File: src/rtl/sar_conv_sequencer.sv
// rtl/sar_conv_sequencer.sv - round-robin SAR conversion scheduler with settle, averaging and eoc timeout
module sar_conv_sequencer #(
  parameter int DATA_W        = 8,
  parameter int NUM_CH        = 4,
  parameter int CH_W          = 2,
  parameter int AVG_LOG2      = 2,
  parameter int SETTLE_CYCLES = 4,
  parameter int CNVST_CYCLES  = 2,
  parameter int TIMEOUT       = 64
) (
  input  logic              clk,
  input  logic              rst_n,
  input  logic              enable,
  input  logic [NUM_CH-1:0] ch_mask,
  output logic              adc_cnvst,
  input  logic              adc_eoc,
  input  logic [DATA_W-1:0] adc_sar,
  output logic [CH_W-1:0]   mux_sel,
  output logic              res_valid,
  input  logic              res_ready,
  output logic [DATA_W-1:0] res_data,
  output logic [CH_W-1:0]   res_ch,
  output logic              res_err,
  output logic              busy
);

  localparam int NUM_SAMPLES = 1 << AVG_LOG2;
  localparam int ACC_W       = DATA_W + AVG_LOG2;
  localparam int SC_W        = AVG_LOG2 + 1;
  localparam int CNT_MAX_A   = (SETTLE_CYCLES > CNVST_CYCLES) ? SETTLE_CYCLES : CNVST_CYCLES;
  localparam int CNT_MAX     = (CNT_MAX_A > TIMEOUT) ? CNT_MAX_A : TIMEOUT;
  localparam int CNT_W       = $clog2(CNT_MAX + 1);

  typedef enum logic [2:0] {
    S_IDLE,
    S_SELECT,
    S_SETTLE,
    S_START,
    S_WAIT_EOC,
    S_ACCUM,
    S_OUTPUT
  } state_t;

  state_t            state;
  state_t            state_nxt;
  logic [CNT_W-1:0]  cnt;
  logic [SC_W-1:0]   sample_cnt;
  logic [ACC_W-1:0]  acc;
  logic              eoc_q;
  logic [CH_W-1:0]   last_ch;

  logic              settle_done;
  logic              cnvst_done;
  logic              timeout_hit;
  logic              eoc_rise;
  logic              last_sample;
  logic              sel_found;
  logic [CH_W-1:0]   sel_ch;
  logic [CH_W-1:0]   cand;

  assign settle_done = (cnt == CNT_W'(SETTLE_CYCLES - 1));
  assign cnvst_done  = (cnt == CNT_W'(CNVST_CYCLES - 1));
  assign timeout_hit = (cnt == CNT_W'(TIMEOUT - 1));
  assign eoc_rise    = adc_eoc & ~eoc_q;
  assign last_sample = (sample_cnt == SC_W'(NUM_SAMPLES - 1));

  // Round-robin pick: first enabled channel after the last one served, wrapping around
  always_comb begin
    sel_found = 1'b0;
    sel_ch    = '0;
    cand      = '0;
    for (int i = 1; i <= NUM_CH; i++) begin
      cand = CH_W'((int'(last_ch) + i) % NUM_CH);
      if (!sel_found && ch_mask[cand]) begin
        sel_found = 1'b1;
        sel_ch    = cand;
      end
    end
  end

  // State register
  always_ff @(posedge clk or negedge rst_n) begin
    if (!rst_n) state <= S_IDLE;
    else        state <= state_nxt;
  end

  // Next-state and state-decoded outputs
  always_comb begin
    state_nxt = state;
    adc_cnvst = 1'b0;
    res_valid = 1'b0;
    busy      = (state != S_IDLE);
    case (state)
      S_IDLE:     if (enable && (|ch_mask)) state_nxt = S_SELECT;
      S_SELECT:   state_nxt = sel_found ? S_SETTLE : S_IDLE;
      S_SETTLE:   if (settle_done) state_nxt = S_START;
      S_START: begin
        adc_cnvst = 1'b1;
        if (cnvst_done) state_nxt = S_WAIT_EOC;
      end
      S_WAIT_EOC: begin
        if (eoc_rise)         state_nxt = S_ACCUM;
        else if (timeout_hit) state_nxt = S_OUTPUT;
      end
      S_ACCUM:    state_nxt = last_sample ? S_OUTPUT : S_START;
      S_OUTPUT: begin
        res_valid = 1'b1;
        if (res_ready) state_nxt = enable ? S_SELECT : S_IDLE;
      end
      default:    state_nxt = S_IDLE;
    endcase
  end

  // Datapath: counters, accumulator, mux select and held result registers
  always_ff @(posedge clk or negedge rst_n) begin
    if (!rst_n) begin
      cnt        <= '0;
      sample_cnt <= '0;
      acc        <= '0;
      eoc_q      <= 1'b0;
      last_ch    <= CH_W'(NUM_CH - 1);
      mux_sel    <= '0;
      res_data   <= '0;
      res_ch     <= '0;
      res_err    <= 1'b0;
    end else begin
      eoc_q <= adc_eoc;
      case (state)
        S_SELECT: begin
          if (sel_found) mux_sel <= sel_ch;
          acc        <= '0;
          sample_cnt <= '0;
          cnt        <= '0;
        end
        S_SETTLE: cnt <= settle_done ? '0 : cnt + CNT_W'(1);
        S_START:  cnt <= cnvst_done ? '0 : cnt + CNT_W'(1);
        S_WAIT_EOC: begin
          if (eoc_rise) begin
            acc <= acc + ACC_W'(adc_sar);
          end else if (timeout_hit) begin
            res_err  <= 1'b1;
            res_data <= '0;
            res_ch   <= mux_sel;
          end else begin
            cnt <= cnt + CNT_W'(1);
          end
        end
        S_ACCUM: begin
          cnt        <= '0;
          sample_cnt <= sample_cnt + SC_W'(1);
          if (last_sample) begin
            res_data <= acc[ACC_W-1:AVG_LOG2];
            res_ch   <= mux_sel;
            res_err  <= 1'b0;
          end
        end
        S_OUTPUT: if (res_ready) last_ch <= res_ch;
        default: ;
      endcase
    end
  end

endmodule

File: config.mk
export PLATFORM = sky130hd
export DESIGN_NAME = sar_conv_sequencer
export DESIGN_NICKNAME = d
export VERILOG_FILES = /design/src/rtl/sar_conv_sequencer.sv
export SDC_FILE = /design/constraint.sdc
export NUM_CORES = 1
export LEC_CHECK = 0
export BUFFER_PORTS_ARGS = -buffer_cell sky130_fd_sc_hd__clkbuf_2
export CORE_MARGIN = 4
export CORE_UTILIZATION = 45
export CTS_BUF_LIST = sky130_fd_sc_hd__clkbuf_16
export DETAILED_ROUTE_END_ITERATION = 8
export HOLD_SLACK_MARGIN = 0.12
export PLACE_DENSITY_LB_ADDON = 0.08
export SYNTH_ARGS = -nofsm -noshare
export SYNTH_HDL_FRONTEND = slang
export SYNTH_SLANG_ARGS = --single-unit
File: constraint.sdc
create_clock -name clk -period 2.75 [get_ports clk]
set_clock_uncertainty 0.1 [all_clocks]
set_input_delay 0 -clock clk [delete_from_list [all_inputs] [get_ports clk]]
set_output_delay 0 -clock clk [all_outputs]
set_load 0.02 [all_outputs]
==> insert_results.sql <==
INSERT INTO impl_metrics (metric_group, metric, value, unit) VALUES
('synth', 'async_reset_ff_share', '100', '%'),
('cts', 'numClockSinks', '39', ''),
('layout', 'insertedDiodeCount', '0', ''),
('synth', 'synth.yosys.seq_area_share', '41.6', '%'),
('placed_design', 'detailed_place_hpwl', '3.77', 'mm'),
('sta', 'setup_violations', '0', ''),
('layout', 'layout.filler_cells', '492', ''),
('die', 'placeableCoreArea', '5070', 'µm²'),
('sta', 'achievable-frequency', '446', 'MHz'),
('run_status', 'status', 'finished clean', ''),
('power_and_ir_drop', 'ir_drop', '0.502', 'mV'),
('cts', 'post_cts.resized_instances', '0', ''),
('die', 'floorplan.die_area', '6440', 'µm²'),
('routing', 'vias', '1958', ''),
('routing', 'top_signal_layer_used', 'met4', ''),
('cts', 'post_cts_setup_inserts', '0', ''),
('synth', 'postSynthCellCount', '251', ''),
('layout', 'nets', '326', ''),
('routing', 'post-route-drc-count', '0', ''),
('sta', 'period_share', '81.5', '%'),
('synth', 'synth_area', '2350', 'µm²'),
('routing', 'detail_route.iter0.violations', '124', ''),
('critical_path', 'cp_data_arrival_time', '2.32', 'ns'),
('cts', 'clk_pin_slew', '0.06', 'ns'),
('sta', 'timing_worst_slew_pin_value', '0.978', 'ns'),
('critical_path', 'path_cells', 'nor4bb_1 -> o21bai_1 -> nor2_1 -> mux2i_1 -> a311oi_1', ''),
('critical_path', 'critical_path_s_largest_stage_delay', '0.77', 'ns'),
('cts', 'cts_htree_levels', '2', ''),
('critical_path', 'timing.critical_path.required', '2.83', 'ns'),
('sta', 'rsz0062_at_grt', 'no', ''),
('cts', 'insertion_delay', '0.27', 'ns'),
('sta', 'relative_slew_margins', '34.8', '%'),
('synth', 'postSynthRegisterBits', '39', ''),
('placed_design', 'placedCellCount', '348', ''),
('die', 'die_width', '80.3', 'µm'),
('cts', 'max-clock-path-buffers', '2', ''),
('critical_path', 'critical_path.max_fanout', '14', ''),
('global_routing', 'number_of_antenna_violations_at_the_first_check_in_global_routing', '0', ''),
('layout', 'drive_gt1_share', '19.5', '%'),
('critical_path', 'cell_type_of_the_slowest_stage_on_the_worst_timing_path', 'sky130_fd_sc_hd__o21bai_1', ''),
('layout', 'area.growth.synth_to_final', '21.4', '%'),
('die', 'start_util', '46.3', '%'),
('placed_design', 'port_buffers', '32', ''),
('critical_path', 'worstSetupStartpointType', 'flip-flop', ''),
('sta', 'slew_viol_final', '0', ''),
('routing', 'wl', '5.13', 'mm'),
('synth', 'yosysWarningCount', '0', ''),
('sta', 'final.min_clock_period', '2.24', 'ns'),
('routing', 'detail_route.wirelength.met1', '2.53', 'mm'),
('cts', 'cts_tree', 'done', ''),
('die', 'dieHeight', '80.3', 'µm'),
('routing', 'met3RoutedLength', '177', 'µm'),
('routing', 'avgRoutedWirePerCell', '14.0', 'µm'),
('run', 'max-cap-violations', '0', ''),
('global_routing', 'grt_max_degree', '40', ''),
('routing', 'vias_per_cell', '5.34', ''),
('routing', 'dr_wl_met2', '2.38', 'mm'),
('synth', 'yosysUniqueCellTypes', '56', ''),
('die', 'rows', '26', ''),
('power_and_ir_drop', 'leakage_power_of_the_design', '1.32', 'nW'),
('sta', 'final-hold-violation-count', '0', ''),
('synth', 'dominantRegCellSynth', 'sky130_fd_sc_hd__dfrtp_1', ''),
('placed_design', 'routabilityCongestion', '0.767', ''),
('cts', 'cts-buffers-inserted', '5', ''),
('die', 'floorplan.io_pins', '33', ''),
('cts', 'clk_root_buffer_cell', 'sky130_fd_sc_hd__clkbuf_16', ''),
('critical_path', 'crit_family', 'compound AO/OA/AOI/OAI gates', ''),
('power_and_ir_drop', 'power_per_cell_area', '872', 'nW/µm²'),
('routing', 'drt_pass1_iterations', '5', ''),
('routing', 'antenna_left', '0', ''),
('synth', 'synth_fp_nets', '281', ''),
('sta', 'whs', '0.121', 'ns'),
('global_routing', 'grt_first_pass_wirelength', '9.07', 'mm'),
('global_routing', 'grt_pass1_vias', '1944', ''),
('global_routing', 'grt.overflow.total', '0', ''),
('critical_path', 'cp-end-kind', 'flip-flop', ''),
('sta', 'finalSetupTns', '0', 'ns'),
('min_path', 'min-delay-path-class', 'in -> reg', ''),
('global_routing', 'global_route.usage.total', '17.8', '%'),
('synth', 'average_cell_area_after_synthesis', '9.36', 'µm²'),
('critical_path', 'worst-path-buf-inv', '0', ''),
('critical_path', 'crit_type', 'reg -> reg', ''),
('synth', 'number_of_flops_mapped_to_enable_cells_by_yosys', '0', ''),
('layout', 'post_layout_nonfiller_instances', '367', '');
-- state kept, by name, indices dropped and copies added, names as in the netlist --
signal,count
res_data,8
cnt,7
sample_cnt,3
res_ch,2
mux_sel,2
last_ch,2
state,3
eoc_q,1
res_err,1
acc,10
-- worst register-to-register path, delay by kind of cell (launching register included) --
kind / cells / cell delay [ns]
AND/OR/NAND/NOR: 2 / 0.37
AO/OA/AOI/OAI: 2 / 1.00
multiplexers: 1 / 0.17
flip-flops: 1 / 0.51
-- layout make-up --
| cell class | count | area (µm²) | share of cell area [%] |
|---|---|---|---|
| multi-input combinational | 185 | 1260 | 44.1 |
| sequential | 39 | 978 | 34.3 |
| timing repair buffer | 46 | 293 | 10.3 |
| clock buffer | 5 | 125 | 4.39 |
| tap | 70 | 87.6 | 3.07 |
| inverter | 19 | 71.3 | 2.50 |
| clock inverter | 3 | 38.8 | 1.36 |
-- layer usage --
layer,vias to the layer above,global-route usage (%)
li1,996,-
met1,923,26.0
met2,34,27.3
met3,5,3.14
met4,0,4.56
met5,-,0
-- worst paths after layout --
kind / endpoint / cells after the start / from / slack [ns]
worst max-delay path: acc[9] / 5 / state[2] / 0.51
max in group asynchronous: cnt[0] / 2 / rst_n / 1.63
worst min register to register: sample_cnt[1] / 2 / sample_cnt[1] / 0.40
min in group asynchronous: mux_sel[0] / 2 / rst_n / 0.32
worst max register to register: acc[9] / 5 / state[2] / 0.51
worst min-delay path: state[1] / 4 / enable / 0.12
-- metrics by stage --
step | worst slack (ns) | util, % | total power (W) | instance area [µm²]
after floorplan | 0.739 | - | 0.00161 | 2350
after global placement | 0.611 | 50.8 | 0.00183 | 2580
after detailed placement | 0.580 | 50.8 | 0.00183 | 2580
after CTS | 0.519 | 56.2 | 0.00251 | 2850
after global routing | 0.273 | 56.2 | 0.00269 | 2850
final | 0.509 | 56.2 | 0.00249 | 2850
-- placed cells by master, fill, tap and decap left out, types with 5 or more instances in the layout --
cell type,n
sky130_fd_sc_hd__a21oi_1,11
sky130_fd_sc_hd__clkbuf_16,5
sky130_fd_sc_hd__clkbuf_2,32
sky130_fd_sc_hd__dfrtp_1,37
sky130_fd_sc_hd__dlygate4sd3_1,11
sky130_fd_sc_hd__ha_1,12
sky130_fd_sc_hd__inv_1,19
sky130_fd_sc_hd__nand2_1,30
sky130_fd_sc_hd__nand2b_1,6
sky130_fd_sc_hd__nand3_1,10
sky130_fd_sc_hd__nor2_1,15
sky130_fd_sc_hd__nor2b_1,5
sky130_fd_sc_hd__o21ai_0,9
sky130_fd_sc_hd__o21ai_1,15
sky130_fd_sc_hd__o31ai_1,6
-- repair_timing --
item                                    4_1_cts  5_1_grt
endpoints found under the setup margin        0        0
hold endpoints to repair                     47        0
hold buffers                                 11        0
-- synth_stat cells (3+ instances only) --
cell | n | area share (%)
sky130_fd_sc_hd__inv_1 | 19 | 3.0
sky130_fd_sc_hd__mux2_1 | 4 | 1.9
sky130_fd_sc_hd__o21ai_1 | 15 | 3.2
sky130_fd_sc_hd__nor2b_1 | 5 | 1.3
sky130_fd_sc_hd__nor3_1 | 3 | 0.64
sky130_fd_sc_hd__nand2_1 | 30 | 4.8
sky130_fd_sc_hd__dfrtp_1 | 37 | 39
sky130_fd_sc_hd__a22o_1 | 3 | 1.1
sky130_fd_sc_hd__a21o_1 | 3 | 0.96
sky130_fd_sc_hd__o31ai_1 | 6 | 1.9
sky130_fd_sc_hd__o21ai_0 | 9 | 1.9
sky130_fd_sc_hd__ha_1 | 12 | 6.4
sky130_fd_sc_hd__and2_1 | 3 | 0.80
sky130_fd_sc_hd__a31oi_1 | 4 | 1.1
sky130_fd_sc_hd__nand3_1 | 10 | 2.1
sky130_fd_sc_hd__a21oi_1 | 11 | 2.3
sky130_fd_sc_hd__buf_2 | 7 | 1.5
sky130_fd_sc_hd__nand2b_1 | 6 | 1.6
sky130_fd_sc_hd__mux2i_1 | 3 | 1.3
sky130_fd_sc_hd__o41ai_1 | 3 | 1.1
sky130_fd_sc_hd__nor2_1 | 15 | 2.4
-- report_power, final --
part / switching [W] / internal, W
sequential: 0.000182 / 0.000705
clock: 0.000216 / 0.000423
combinational: 0.000515 / 0.000445
-- kinds of logic (layout without fill, tap and decap cells) --
| group | Yosys count | in the layout | share of synthesized area, % |
|---|---|---|---|
| compound gates | 74 | 74 | 22.4 |
| simple gates | 88 | 88 | 19.2 |
| flops | 39 | 39 | 41.6 |
| mux | 9 | 9 | 4.31 |
| xor+xnor | 1 | 1 | 0.373 |
| buf+inv | 27 | 73 | 4.85 |
| fa+ha+maj | 13 | 13 | 7.24 |
Note: power is estimated with default switching activity, not from simulation.
